## src/rtl/cordic_pkg.sv

```systemverilog
// Shared CORDIC definitions: FSM states, angle-fold constants and the atan table
// (angles use 2^32 = 360 degrees).
package cordic_pkg;

  typedef enum logic [1:0] {IDLE, ROTATE, DONE} state_e;

  localparam logic [31:0] FOLD_MSB = 32'h8000_0000;
  localparam logic [31:0] FOLD_QTR = 32'h4000_0000;

  // atan(2^-i) scaled so that 2^32 is a full turn
  function automatic logic [31:0] atan_lut(input logic [4:0] i);
    case (i)
      5'd0:  return 32'h2000_0000;
      5'd1:  return 32'h12E4_051E;
      5'd2:  return 32'h09FB_385B;
      5'd3:  return 32'h0511_11D4;
      5'd4:  return 32'h028B_0D43;
      5'd5:  return 32'h0145_D7E1;
      5'd6:  return 32'h00A2_F61E;
      5'd7:  return 32'h0051_7C55;
      5'd8:  return 32'h0028_BE53;
      5'd9:  return 32'h0014_5F2F;
      5'd10: return 32'h000A_2F98;
      5'd11: return 32'h0005_17CC;
      5'd12: return 32'h0002_8BE6;
      5'd13: return 32'h0001_45F3;
      5'd14: return 32'h0000_A2FA;
      5'd15: return 32'h0000_517D;
      5'd16: return 32'h0000_28BE;
      5'd17: return 32'h0000_145F;
      5'd18: return 32'h0000_0A30;
      5'd19: return 32'h0000_0518;
      5'd20: return 32'h0000_028C;
      5'd21: return 32'h0000_0146;
      5'd22: return 32'h0000_00A3;
      5'd23: return 32'h0000_0051;
      5'd24: return 32'h0000_0029;
      5'd25: return 32'h0000_0014;
      5'd26: return 32'h0000_000A;
      5'd27: return 32'h0000_0005;
      5'd28: return 32'h0000_0003;
      5'd29: return 32'h0000_0001;
      5'd30: return 32'h0000_0001;
      default: return 32'h0000_0000;
    endcase
  endfunction

endpackage

```

## src/rtl/cordic_sched_if.sv

```systemverilog
// Request/response bus of the shared CORDIC scheduler.
interface cordic_sched_if #(
  parameter int NUM_REQ = 4,
  parameter int WIDTH   = 16
);
  localparam int IDW = $clog2(NUM_REQ);

  logic [NUM_REQ-1:0]      req_valid;
  logic [32*NUM_REQ-1:0]   req_angle;
  logic [NUM_REQ-1:0]      req_ready;
  logic                    rsp_valid;
  logic                    rsp_ready;
  logic [IDW-1:0]          rsp_id;
  logic signed [WIDTH-1:0] rsp_cos;
  logic signed [WIDTH-1:0] rsp_sin;
  logic                    busy;

  modport slave (
    input  req_valid, req_angle, rsp_ready,
    output req_ready, rsp_valid, rsp_id, rsp_cos, rsp_sin, busy
  );

  modport master (
    output req_valid, req_angle, rsp_ready,
    input  req_ready, rsp_valid, rsp_id, rsp_cos, rsp_sin, busy
  );
endinterface

```

## src/rtl/cordic_microrot.sv

```systemverilog
// One combinational CORDIC micro-rotation (rotation mode, drives z toward 0).
module cordic_microrot
  import cordic_pkg::*;
#(
  parameter int XW = 18
) (
  input  logic signed [XW-1:0] x_i,
  input  logic signed [XW-1:0] y_i,
  input  logic signed [31:0]   z_i,
  input  logic [4:0]           i_i,
  output logic signed [XW-1:0] x_o,
  output logic signed [XW-1:0] y_o,
  output logic signed [31:0]   z_o
);
  logic signed [XW-1:0] xs, ys;
  logic signed [31:0]   a;

  always_comb begin
    xs = x_i >>> i_i;
    ys = y_i >>> i_i;
    a  = signed'(atan_lut(i_i));
    if (z_i[31]) begin
      x_o = x_i + ys;
      y_o = y_i - xs;
      z_o = z_i + a;
    end else begin
      x_o = x_i - ys;
      y_o = y_i + xs;
      z_o = z_i - a;
    end
  end
endmodule

```

## src/rtl/cordic_sched.sv

```systemverilog
// Shares one iterative CORDIC rotator among NUM_REQ requesters.
// Define CORDIC_RR_ARB_EN for round-robin arbitration; default is fixed priority.
module cordic_sched
  import cordic_pkg::*;
#(
  parameter int WIDTH   = 16,
  parameter int NUM_REQ = 4,
  parameter int ITER    = 16,
  parameter int X_INIT  = 19896
) (
  input logic         clock,
  input logic         reset,
  cordic_sched_if.slave bus
);
  localparam int XW  = WIDTH + 2;
  localparam int IDW = $clog2(NUM_REQ);
  localparam logic signed [XW:0] POS_LIM = (XW+1)'(2**(WIDTH-1) - 1);
  localparam logic signed [XW:0] NEG_LIM = -POS_LIM;

  state_e state_q, state_d;

  logic [NUM_REQ-1:0] gnt, req_ready;
  logic [IDW-1:0]     gid, ptr;
  logic [IDW:0]       arb_s;
  logic               found, accept, last, busy;
  logic [31:0]        ang;

  logic signed [XW-1:0]    x_q, x_d, y_q, y_d, x_n, y_n;
  logic signed [31:0]      z_q, z_d, z_n;
  logic                    neg_q, neg_d;
  logic [IDW-1:0]          id_q, id_d;
  logic [4:0]              cnt_q, cnt_d;
  logic                    rsp_valid_q, rsp_valid_d;
  logic [IDW-1:0]          rsp_id_q, rsp_id_d;
  logic signed [WIDTH-1:0] rsp_cos_q, rsp_cos_d, rsp_sin_q, rsp_sin_d;

  function automatic logic signed [WIDTH-1:0] sat_out(input logic signed [XW-1:0] v,
                                                      input logic n);
    logic signed [XW:0] t;
    t = (XW+1)'(v);
    if (n) t = -t;
    if (t > POS_LIM)      t = POS_LIM;
    else if (t < NEG_LIM) t = NEG_LIM;
    return t[WIDTH-1:0];
  endfunction

`ifdef CORDIC_RR_ARB_EN
  logic [IDW-1:0] rr_q, rr_d;
  logic [IDW:0]   rr_nx;

  assign rr_nx = {1'b0, gid} + (IDW+1)'(1);
  assign ptr   = rr_q;

  always_comb begin
    rr_d = rr_q;
    if (accept) rr_d = (rr_nx >= (IDW+1)'(NUM_REQ)) ? '0 : rr_nx[IDW-1:0];
  end

  always_ff @(posedge clock or posedge reset) begin
    if (reset) rr_q <= '0;
    else       rr_q <= rr_d;
  end
`else
  assign ptr = '0;
`endif

  // Search starts at ptr and wraps; first valid requester found wins
  always_comb begin
    gnt   = '0;
    gid   = '0;
    found = 1'b0;
    arb_s = '0;
    for (int k = 0; k < NUM_REQ; k++) begin
      arb_s = {1'b0, ptr} + (IDW+1)'(k);
      if (arb_s >= (IDW+1)'(NUM_REQ)) arb_s = arb_s - (IDW+1)'(NUM_REQ);
      if (!found && bus.req_valid[arb_s[IDW-1:0]]) begin
        gnt[arb_s[IDW-1:0]] = 1'b1;
        gid   = arb_s[IDW-1:0];
        found = 1'b1;
      end
    end
  end

  always_comb begin
    ang = '0;
    for (int k = 0; k < NUM_REQ; k++)
      if (gnt[k]) ang = bus.req_angle[32*k +: 32];
  end

  assign accept = |(bus.req_valid & req_ready);
  assign last   = (cnt_q == 5'(ITER - 1));

  cordic_microrot #(.XW(XW)) u_rot (
    .x_i(x_q), .y_i(y_q), .z_i(z_q), .i_i(cnt_q),
    .x_o(x_n), .y_o(y_n), .z_o(z_n)
  );

  always_ff @(posedge clock or posedge reset) begin
    if (reset) state_q <= IDLE;
    else       state_q <= state_d;
  end

  always_comb begin
    state_d = state_q;
    case (state_q)
      IDLE:    if (accept) state_d = ROTATE;
      ROTATE:  if (last) state_d = DONE;
      DONE:    if (bus.rsp_ready) state_d = IDLE;
      default: state_d = IDLE;
    endcase
  end

  always_comb begin
    req_ready = '0;
    busy      = 1'b1;
    if (state_q == IDLE) begin
      req_ready = gnt;
      busy      = 1'b0;
    end
  end

  // Angles beyond +/-90 deg are rotated by 180 deg; the result is negated on output
  always_comb begin
    x_d         = x_q;
    y_d         = y_q;
    z_d         = z_q;
    neg_d       = neg_q;
    id_d        = id_q;
    cnt_d       = cnt_q;
    rsp_valid_d = rsp_valid_q;
    rsp_id_d    = rsp_id_q;
    rsp_cos_d   = rsp_cos_q;
    rsp_sin_d   = rsp_sin_q;
    case (state_q)
      IDLE: if (accept) begin
        neg_d = |(ang & FOLD_MSB) ^ |(ang & FOLD_QTR);
        z_d   = neg_d ? (ang ^ FOLD_MSB) : ang;
        x_d   = XW'(X_INIT);
        y_d   = '0;
        id_d  = gid;
        cnt_d = '0;
      end
      ROTATE: begin
        x_d   = x_n;
        y_d   = y_n;
        z_d   = z_n;
        cnt_d = cnt_q + 5'd1;
        if (last) begin
          rsp_valid_d = 1'b1;
          rsp_id_d    = id_q;
          rsp_cos_d   = sat_out(x_n, neg_q);
          rsp_sin_d   = sat_out(y_n, neg_q);
        end
      end
      DONE: if (bus.rsp_ready) rsp_valid_d = 1'b0;
      default: ;
    endcase
  end

  always_ff @(posedge clock or posedge reset) begin
    if (reset) begin
      x_q         <= '0;
      y_q         <= '0;
      z_q         <= '0;
      neg_q       <= 1'b0;
      id_q        <= '0;
      cnt_q       <= '0;
      rsp_valid_q <= 1'b0;
      rsp_id_q    <= '0;
      rsp_cos_q   <= '0;
      rsp_sin_q   <= '0;
    end else begin
      x_q         <= x_d;
      y_q         <= y_d;
      z_q         <= z_d;
      neg_q       <= neg_d;
      id_q        <= id_d;
      cnt_q       <= cnt_d;
      rsp_valid_q <= rsp_valid_d;
      rsp_id_q    <= rsp_id_d;
      rsp_cos_q   <= rsp_cos_d;
      rsp_sin_q   <= rsp_sin_d;
    end
  end

  assign bus.req_ready = req_ready;
  assign bus.busy      = busy;
  assign bus.rsp_valid = rsp_valid_q;
  assign bus.rsp_id    = rsp_id_q;
  assign bus.rsp_cos   = rsp_cos_q;
  assign bus.rsp_sin   = rsp_sin_q;

endmodule

```

## src/flat_wrapper.sv

```systemverilog
// flat-port wrapper written by rule: the top's interface ports become plain ports
module cordic_sched_flat import cordic_pkg::*;
#(
  parameter int WIDTH   = 16,
  parameter int NUM_REQ = 4,
  parameter int ITER    = 16,
  parameter int X_INIT  = 19896
)
  (clock, reset, bus_req_valid, bus_req_angle, bus_rsp_ready, bus_req_ready, bus_rsp_valid, bus_rsp_id, bus_rsp_cos, bus_rsp_sin, bus_busy);
  cordic_sched_if #(.NUM_REQ(NUM_REQ), .WIDTH(WIDTH)) bus_i ();
  input logic clock;
  input logic reset;
  input wire logic [$bits(bus_i.req_valid)-1:0] bus_req_valid;
  input wire logic [$bits(bus_i.req_angle)-1:0] bus_req_angle;
  input wire logic [$bits(bus_i.rsp_ready)-1:0] bus_rsp_ready;
  output wire logic [$bits(bus_i.req_ready)-1:0] bus_req_ready;
  output wire logic [$bits(bus_i.rsp_valid)-1:0] bus_rsp_valid;
  output wire logic [$bits(bus_i.rsp_id)-1:0] bus_rsp_id;
  output wire logic [$bits(bus_i.rsp_cos)-1:0] bus_rsp_cos;
  output wire logic [$bits(bus_i.rsp_sin)-1:0] bus_rsp_sin;
  output wire logic [$bits(bus_i.busy)-1:0] bus_busy;
  assign bus_i.req_valid = bus_req_valid;
  assign bus_i.req_angle = bus_req_angle;
  assign bus_i.rsp_ready = bus_rsp_ready;
  assign bus_req_ready = bus_i.req_ready;
  assign bus_rsp_valid = bus_i.rsp_valid;
  assign bus_rsp_id = bus_i.rsp_id;
  assign bus_rsp_cos = bus_i.rsp_cos;
  assign bus_rsp_sin = bus_i.rsp_sin;
  assign bus_busy = bus_i.busy;
  cordic_sched #(.WIDTH(WIDTH), .NUM_REQ(NUM_REQ), .ITER(ITER), .X_INIT(X_INIT)) u_core (.clock(clock), .reset(reset), .bus(bus_i));
endmodule
```

## config.mk

```make
export PLATFORM = sky130hd
export DESIGN_NAME = cordic_sched_flat
export DESIGN_NICKNAME = d
export VERILOG_FILES = /design/src/rtl/cordic_pkg.sv /design/src/rtl/cordic_sched_if.sv /design/src/rtl/cordic_microrot.sv /design/src/rtl/cordic_sched.sv /design/src/flat_wrapper.sv
export SDC_FILE = /design/constraint.sdc
export NUM_CORES = 1
export LEC_CHECK = 0
export BUFFER_PORTS_ARGS = -buffer_cell sky130_fd_sc_hd__buf_4
export CAP_MARGIN = 20
export CELL_PAD_IN_SITES_DETAIL_PLACEMENT = 0
export CELL_PAD_IN_SITES_GLOBAL_PLACEMENT = 1
export CORE_ASPECT_RATIO = 1.1
export CORE_MARGIN = 2
export CORE_UTILIZATION = 40
export CTS_BUF_LIST = sky130_fd_sc_hd__clkbuf_4 sky130_fd_sc_hd__clkbuf_8 sky130_fd_sc_hd__clkbuf_16
export DETAILED_ROUTE_END_ITERATION = 7
export PLACE_DENSITY = 0.77
export SLEW_MARGIN = 20
export SYNTH_ARGS = -nofsm -noshare
export SYNTH_HDL_FRONTEND = slang
export SYNTH_SLANG_ARGS = --single-unit
```

## constraint.sdc

```tcl
create_clock -name clock -period 6.45 [get_ports clock]
set_clock_uncertainty 0.2 [all_clocks]
set_input_delay 0.645 -clock clock [delete_from_list [all_inputs] [get_ports clock]]
set_output_delay 0.645 -clock clock [all_outputs]
set_load 0.05 [all_outputs]
```

* Word level (Yosys, flattened, before mapping)
Memories as Yosys holds them, arrays and structs flattened. Index checks and enable logic that the tools add are counted.
Storage, ports and cells: flip-flop bits (word level) 113, ROM bits 960, bits of input ports 135, output and inout bits 40, logic and storage cells 96, memories kept 1
Cells by class: add/sub/neg operators 9, $lt $le $gt $ge 4, equality and inequality tests 6, shift-type cells 2, multiplexer cells 45, bitwise gates (word level) 3, reduce and logical (&&, ||, !) cells 15
Memories:
- (no name shown) | depth 32, width 30, read ports 1, clocked after memory_dff 0, write ports 0, RTL line cordic_pkg.sv:12 | case (i)
Operator list (number):
- two-way mux 32 bit | 7
- two-way mux 19 bit | 6
- two-way mux 18 bit | 4
- one-hot mux 18 bit (2 select lines) | 2
- two-way mux 16 bit | 4
- one-hot mux 32 bit (2 select lines) | 1
- greater-than comparator 19 x 16 -> 1 bit (second input constant) | 2
- less-than comparator 19 x 16 -> 1 bit (second input constant) | 2
- negation 18 -> 19 bit | 2
- adder 18 bit | 2
- >>> shifter 18 x 5 -> 18 bit | 2
- subtractor 18 bit | 2
- adder 32 bit | 1
- subtractor 32 bit | 1
- two-way mux 2 bit | 6
- one-hot mux 5 bit (2 select lines) | 1
- two-way mux 1 bit | 8
- two-way mux 4 bit | 2
- one-hot mux 2 bit (3 select lines) | 1
- AND reduction 2 bit | 3
- AND reduction 3 bit | 2
- adder 5 x 1 -> 5 bit (second input constant) | 1
- equality test 5 x 4 -> 1 bit (second input constant) | 1
- two-way mux 5 bit | 1
- 14 further kinds | 20

* Depth between registers and ports, before layout
Gate-level depths: netlist of run 1.
word-level depth 18, mapped depth 31, mapped depth without buffers 27

* Cells and area by module
From an unflattened synthesis of run 1, not the netlist that was laid out.
Second synthesis, totals: cells, all modules 1802, area, all modules 13900.8 µm²
Modules (own cells, without submodules):
- cordic_microrot | times used 1, cells each 1008, area each 7405.9 µm², sequential area each 0.0 µm²
- cordic_sched | times used 1, cells each 794, area each 6495.0 µm², sequential area each 2827.7 µm²

* Worst setup path before layout of run 1
Ideal clock, no wire load.
kind flip-flop to flip-flop, start reg u_core.cnt_q[0], end reg u_core.rsp_cos_q[7] (netlist: u_core.bus.rsp_cos[7]), setup time 0.149 ns, data arrival time 5.848 ns, required time 6.101 ns, path slack 0.253 ns, stages on the path, launching flop included 26, buffers on the path 3, period minus slack after synthesis 6.197 ns, path through dfrtp_1 -> buf_4 -> buf_6 -> inv_1 -> mux4_2 -> a222oi_1 -> inv_1 -> ha_1 -> and2_1 -> a31o_2 -> a21oi_1 -> a21oi_1 -> ha_1 -> o21a_1 -> o21a_1 -> a211o_1 -> o2111ai_2 -> or4b_4 -> or4_4 -> o31a_1 -> o2111ai_1 -> nor3b_2 -> a311oi_2 -> buf_6 -> nor2_2 -> a311oi_2
On the way: word-level cells in the longest chain between the ends 10, elaborated cells between the ends (all ways) 14, those cells by class add/sub (3); order compare (2); eq/ne (1); shift (1); mux (6); reduce/logical (1)
RTL lines:
- start, declared | RTL line cordic_sched.sv:32 | logic [4:0] cnt_q, cnt_d;
- start signal, assigned | RTL line cordic_sched.sv:178 | cnt_q <= cnt_d;
- >>> shifter 18 x 5 -> 18 bit | RTL line cordic_microrot.sv:20 | ys = y_i >>> i_i;
- subtractor 18 bit or adder 18 bit (tied branches) | RTL line cordic_microrot.sv:27, cordic_microrot.sv:23
- two-way mux 18 bit | RTL line cordic_microrot.sv:22 | if (z_i[31]) begin
- negation 18 -> 19 bit | RTL line cordic_sched.sv:41 | if (n) t = -t;
- two-way mux 19 bit | RTL line cordic_sched.sv:41
- two-way mux 19 bit | RTL line cordic_sched.sv:148 | if (last) begin
- two-way mux 19 bit | RTL line cordic_sched.sv:134 | case (state_q)
- less-than comparator 19 x 16 -> 1 bit | RTL line cordic_sched.sv:43 | else if (t < NEG_LIM) t = NEG_LIM;
- two-way mux 16 bit | RTL line cordic_sched.sv:43
- two-way mux 16 bit | RTL line cordic_sched.sv:42 | if (t > POS_LIM) t = POS_LIM;
- end signal, assigned | RTL line cordic_sched.sv:181 | rsp_cos_q <= rsp_cos_d;
- end, declared | RTL line cordic_sched.sv:35 | logic signed [WIDTH-1:0] rsp_cos_q, rsp_cos_d, rsp_sin_q, rsp_sin_d;
Parallel ways exist; a longest one is shown, timed or not. The select of a mux whose other input is x is not followed. A chain may end at the register's enable or synchronous reset.

* Final worst setup path of run 1
start reg u_core.cnt_q[1], end reg u_core.rsp_cos_q[6] (netlist: u_core.bus.rsp_cos[6])
Same word-level chain as after synthesis.

==> flow_metrics.tcl, run 1 <==
set metrics [dict create \
    status "completed" \
    initial_core_util_pct 40.5 \
    reg2regPathDepth 24 \
    worstSetupEndpointType "flip-flop" \
    vias 14800 \
    path_max_fanout 7 \
    ys_ff_latch 113 \
    cp.required_ns 6.56 \
    rsz0062_at_grt "yes" \
    layout_min_cycle_time_ns 6.42 \
    track_usage_pct 27.4 \
    relSlewSlack_pct 47.9 \
    max_freq_mhz 156 \
    avgSynthCellArea_um2 7.68 \
    start_kind "flip-flop" \
    cts_made_buffers 17 \
    drive_gt1_share_pct 27.5 \
    via_per_inst 5.93 \
    syn_nets 2010 \
    grt_antenna_before_repair 0 \
    drtIter0Drc 864 \
    grt-ovfl-total 0 \
    synth_edf_count 0 \
    crit_type "reg -> reg" \
    met3_usage_pct 3.90 \
    worstSetupEndpoint "u_core.bus.rsp_cos[6]$_DFFE_PP0P_" \
    place_ws_ns -0.276 \
    cts_max_level 4 \
    ant_nets 0 \
    crit_arrival_ns 6.53 \
    place_hpwl_um 38800 \
    cp_cell_sequence "buf_12 > mux2i_2 > mux4_2 > a222oi_1 > inv_1 > ha_2 > nor2_1 > a21oi_2 > ha_1 > a211oi_2 > buf_4 > o21bai_1 > a21oi_1 > xnor2_1 > or4_4 > or4_4 > o31a_1 > o2111ai_2 > nor3b_4 > a311oi_2 > buf_4 > buf_6 > a21oi_2 > a211oi_2" \
    dieHeight_um 199 \
    slowest_stage "or4_4" \
    rr_startpoint "u_core.cnt_q[1]$_DFFE_PP0P_" \
    clk_latency_ns 0.45 \
    grt_max_degree 69 \
    finalSetupViolations 0 \
    drt_first_pass_iters 5 \
    diodes 0 \
    netlist_top_cells_area "dfrtp_1 (21%), ha_1 (7.1%), a21oi_1 (6.0%)" \
    report.final.slew_viol_count 0 \
    design_area_um2 17700 \
    syn_area_um2 13800 \
    hold_buffers 0 \
    cap_violations 0 \
    clock-sinks 113 \
    final_common_cell "buf_4" \
    top_usage_layer "met2" \
    synth_cell_type_count 91 \
    cts_tree "done" \
    clkTransAtPathRegs_ns 0.06 \
    period_share_pct 99.5 \
    utilization_pct 52.0 \
    wire_per_inst_um 20.4 \
    rr_endpoint "u_core.bus.rsp_cos[6]$_DFFE_PP0P_" \
    area_growth_pct 28.5 \
    hold_violations 0 \
    grtUsageMet1_pct 31.4 \
    placed_area_um2 16200 \
    setup_ws_ns 0.0312 \
    synth.top_cell.area_share_pct 20.5 \
    synth_flop_cell "dfrtp_1" \
    tns_ns 0 \
    tightestPinTransition_ns 0.781 \
    slowest_delay_ns 0.61 \
    ys_seq_area_share_pct 20.5 \
    drc 0 \
    io_pins 175 \
    grt_pass1_vias 14300 \
    use_met2_pct 50.9 \
    synthCells 1794 \
    ys.warnings.count 0 \
    root_buffer "clkbuf_16" \
    core-area_um2 34000 \
    gp_congestion 0.941 \
    drt-total-wl_um 50600 \
    synth_top_cell_by_area "dfrtp_1" \
    postSynth.asyncResetShare_pct 100 \
    rows 71 \
    nets 2252 \
    cts_buffer_depth 2 \
    nFillCells 3256 \
    die_x_um 181 \
    portBuffers 174 \
    die_area_um2 35900 \
    grt_first_pass_wirelength_um 78100 \
    crit_start "u_core.cnt_q[1]$_DFFE_PP0P_" \
    reg2reg_slack_ns 0.03 \
    hold_path_class "in -> async" \
    final_cell_mix "buf_4 (331), nand2_1 (212), nor2_1 (186)" \
]
==> cell usage after synthesis, drive strengths merged (5+ instances only) <==
cell     number
nor2b        16
nor3         26
a22oi         5
mux2i        39
xor2         61
o21ai       133
a31o          7
nand2b       22
nand3b        6
a311oi        5
o221ai        9
o211ai       36
o41ai         5
a211oi       23
nor3b         6
or2          18
a211o         8
o31a          8
a22o          5
or3          11
buf          36
mux2         22
o31ai        12
ha           78
o21bai       14
a21o         24
xnor2        81
a221oi        7
o22ai        26
nand3        37
a31oi        18
and2         15
nor2        190
clkbuf       83
and3         13
inv          42
a21oi       166
a2111oi       7
o2111ai      34
mux4         27
nor4          8
o21a         18
nand2       214
dfrtp       113
==> per-stage QoR <==
step                      cells  hold WS [ns]
after CTS                  2464         0.175
after floorplan            1794         0.240
after global placement     2423         0.263
after global routing       2487         0.186
final                      2487         0.134
after detailed placement   2423         0.269
==> registers in the layout, indices dropped and copies added, names as in the netlist <==
signal                cells
u_core.z_q               32
u_core.x_q               18
u_core.y_q               18
u_core.bus.rsp_cos       16
u_core.bus.rsp_sin       16
u_core.cnt_q              5
u_core.bus.rsp_id         2
u_core.id_q               2
u_core.state_q            2
u_core.bus.rsp_valid      1
u_core.neg_q              1
==> worst min-delay path by stage <==
stage                                      from                               end  slack [ns]  cells past startpoint
2_1_floorplan        u_core.id_q[0]$_DFFE_PP0P_  u_core.bus.rsp_id[0]$_DFFE_PP0P_        0.24                      2
3_3_place_gp         u_core.id_q[0]$_DFFE_PP0P_  u_core.bus.rsp_id[0]$_DFFE_PP0P_        0.26                      2
3_5_place_dp   u_core.bus.rsp_id[1]$_DFFE_PP0P_  u_core.bus.rsp_id[1]$_DFFE_PP0P_        0.27                      2
4_1_cts                                   reset         u_core.y_q[0]$_DFFE_PP0P_        0.18                      2
5_1_grt                                   reset  u_core.bus.rsp_id[1]$_DFFE_PP0P_        0.19                      2
6_report                                  reset        u_core.id_q[0]$_DFFE_PP0P_        0.13                      2
==> worst max-delay path, delay by kind of cell, from the launching register on <==
kind                       cells  cell delay [ns]
buffers and inverters          5             0.73
adders and majority gates      2             0.61
xor gates and xnor gates       1             0.17
muxes                          2             0.64
and+or+nand+nor                4             1.46
AOI/OAI and AO/OA             10             1.96
DFF                            1             0.50
==> timing repair <==
| item | 4_1_cts | 5_1_grt |
|---|---|---|
| endpoints found under the setup margin | 32 | 36 |
| pin swaps | 3 | 33 |
| cloned | 0 | 1 |
| buffers inserted | 9 | 22 |
| gates resized for setup | 17 | 115 |
==> cell families (layout without fill, tap and decap cells) <==
logic type | count (synthesis) | after routing | share of synthesized area, %
AO/OA/AOI/OAI | 600 | 600 | 28.5
XOR/XNOR | 142 | 142 | 9.03
adder cells (fa/ha/maj) | 82 | 82 | 7.60
buffers and inverters | 164 | 419 | 4.91
flip-flops | 113 | 113 | 20.5
multiplexers | 88 | 88 | 9.05
AND/OR/NAND/NOR | 605 | 605 | 20.4
==> area by class of cell <==
| cell class | instances | area, um2 | share of cell area (%) |
|---|---|---|---|
| multi-input combinational | 1517 | 10800 | 61.3 |
| sequential | 113 | 2840 | 16.0 |
| timing repair buffer | 342 | 2680 | 15.2 |
| tap | 438 | 548 | 3.10 |
| clock buffer | 19 | 447 | 2.52 |
| clock inverter | 13 | 174 | 0.982 |
| inverter | 45 | 171 | 0.968 |
==> per-layer routing <==
layer  part of all wire [%]  vias up
met5                      0        -
met4                    3.7        0
met3                    4.4       94
met2                     52      441
met1                     40     7117
li1                       -     7107
Power of run 1 is not shown: default switching activity piles up to over one toggle a cycle in this logic, so the estimate is an artifact.
==> run 2, diff against run 1 <==
--- a/config.mk
+++ b/config.mk
@@ -9,7 +9,7 @@
 export CAP_MARGIN = 20
 export CELL_PAD_IN_SITES_DETAIL_PLACEMENT = 0
 export CELL_PAD_IN_SITES_GLOBAL_PLACEMENT = 1
-export CORE_ASPECT_RATIO = 1.1
+export CORE_ASPECT_RATIO = 0.6
 export CORE_MARGIN = 2
 export CORE_UTILIZATION = 40
 export CTS_BUF_LIST = sky130_fd_sc_hd__clkbuf_4 sky130_fd_sc_hd__clkbuf_8 sky130_fd_sc_hd__clkbuf_16
==> flow_metrics.tcl, run 2 (same netlist as run 1, synthesis figures left out) <==
set metrics [dict create \
    grt-ovfl-total 0 \
    final_cell_mix "buf_4 (382), nand2_1 (214), nor2_1 (185)" \
    area_growth_pct 35.0 \
    place_ws_ns -0.210 \
    track_usage_pct 31.1 \
    crit_start "u_core.cnt_q[1]$_DFFE_PP0P_" \
    setup_ws_ns -0.0747 \
    regArea_um2 2830 \
    tightestPinTransition_ns 0.931 \
    drtIter0Drc 1746 \
    via_per_inst 6.07 \
    nFillCells 3168 \
    drc 0 \
    final_common_cell "buf_4" \
    worstSetupEndpointType "flip-flop" \
    grt_max_degree 72 \
    drt-total-wl_um 58500 \
    placed_area_um2 16600 \
    slowest_delay_ns 0.51 \
    finalSetupViolations 16 \
    violations "setup timing" \
    crit_type "reg -> reg" \
    drt_first_pass_iters 6 \
    clock-sinks 113 \
    hold_violations 0 \
    report.final.slew_viol_count 0 \
    die_area_um2 36000 \
    clk_latency_ns 0.45 \
    hold_path_class "in -> async" \
    crit_arrival_ns 6.64 \
    top_register "u_core.z_q" \
    design_area_um2 18600 \
    cts_tree "done" \
    cap_violations 0 \
    whs_ns 0.154 \
    rr_endpoint "u_core.bus.rsp_sin[1]$_DFFE_PP0P_" \
    crit_family "compound AO/OA/AOI/OAI gates" \
    tns_ns -0.902 \
    largest_reg_flops 32 \
    grt_pass1_vias 13900 \
    rsz0062_at_grt "yes" \
    cts_max_level 4 \
    gp_congestion 1.03 \
    clkTransAtPathRegs_ns 0.07 \
    io_pins 175 \
    grt_antenna_before_repair 4 \
    initial_core_util_pct 40.7 \
    rows 52 \
    portBuffers 174 \
    grt_first_pass_wirelength_um 85800 \
    start_kind "flip-flop" \
    layout_min_cycle_time_ns 6.52 \
    dieHeight_um 148 \
    ant_nets 0 \
    period_share_pct 101 \
    relSlewSlack_pct 37.7 \
    multi_input_area_um2 11200 \
    nets 2312 \
    max_freq_mhz 153 \
    vias 15600 \
    place_hpwl_um 44300 \
    cts_buffer_depth 2 \
    hold_buffers 0 \
    path_buf_inv 7 \
    wire_per_inst_um 22.8 \
    slowest_stage "dfrtp_2" \
    reg2regPathDepth 25 \
    root_buffer "clkbuf_16" \
    cts_made_buffers 17 \
    rr_startpoint "u_core.cnt_q[1]$_DFFE_PP0P_" \
    path_max_fanout 8 \
    status "finished, violations left" \
    reg2reg_slack_ns -0.07 \
    cp.required_ns 6.56 \
    die_x_um 244 \
    drive_gt1_share_pct 31.8 \
    core-area_um2 33800 \
    top_regs "u_core.z_q x32, u_core.x_q x18, u_core.y_q x18" \
]
run 2: how the worst max path moves through the flow:
stage	to	slack, ns	cells past startpoint
3_3_place_gp	u_core.bus.rsp_sin[4]$_DFFE_PP0P_	-0.22	22
4_1_cts	u_core.bus.rsp_sin[4]$_DFFE_PP0P_	-0.005	25
6_report	u_core.bus.rsp_sin[1]$_DFFE_PP0P_	-0.07	25
2_1_floorplan	u_core.bus.rsp_cos[7]$_DFFE_PP0P_	0.25	25
3_5_place_dp	u_core.bus.rsp_sin[4]$_DFFE_PP0P_	-0.21	25
5_1_grt	u_core.bus.rsp_cos[4]$_DFFE_PP0P_	-0.23	23
run 2: area by class of cell:
| type | instances | share of cell area (%) |
|---|---|---|
| Multi-Input combinational cell | 1517 | 60.3 |
| Timing Repair Buffer | 402 | 17.4 |
| Sequential cell | 113 | 15.2 |
| Tap cell | 459 | 3.09 |
| Clock buffer | 24 | 2.67 |
| Inverter | 45 | 0.922 |
| Clock inverter | 6 | 0.310 |
| Antenna cell | 2 | 0.0269 |
run 2: per-stage QoR:
| step | utilization (%) | std cells |
|---|---|---|
| CTS | 51.1 | 2526 |
| global placement | 49.0 | 2485 |
| finish | 55.0 | 2568 |
| detailed placement | 49.0 | 2485 |
| global route | 54.9 | 2566 |
| floorplan | - | 1794 |
run 2: metal layers:
metal / vias to the layer above / wire, um / global-route usage (%)
met5: - / 103 / 0
met4: 10 / 560 / 4.48
met3: 59 / 7190 / 11.2
met2: 754 / 21500 / 38.4
met1: 7560 / 29200 / 50.2
li1: 7202 / - / -
run 2: timing repair:
item	4_1_cts	5_1_grt
resized for setup	9	190
pin swaps	5	56
buffers inserted	10	34
endpoints found under the setup margin	31	38
cloned	1	6
Power of run 2 is left out for the same reason.
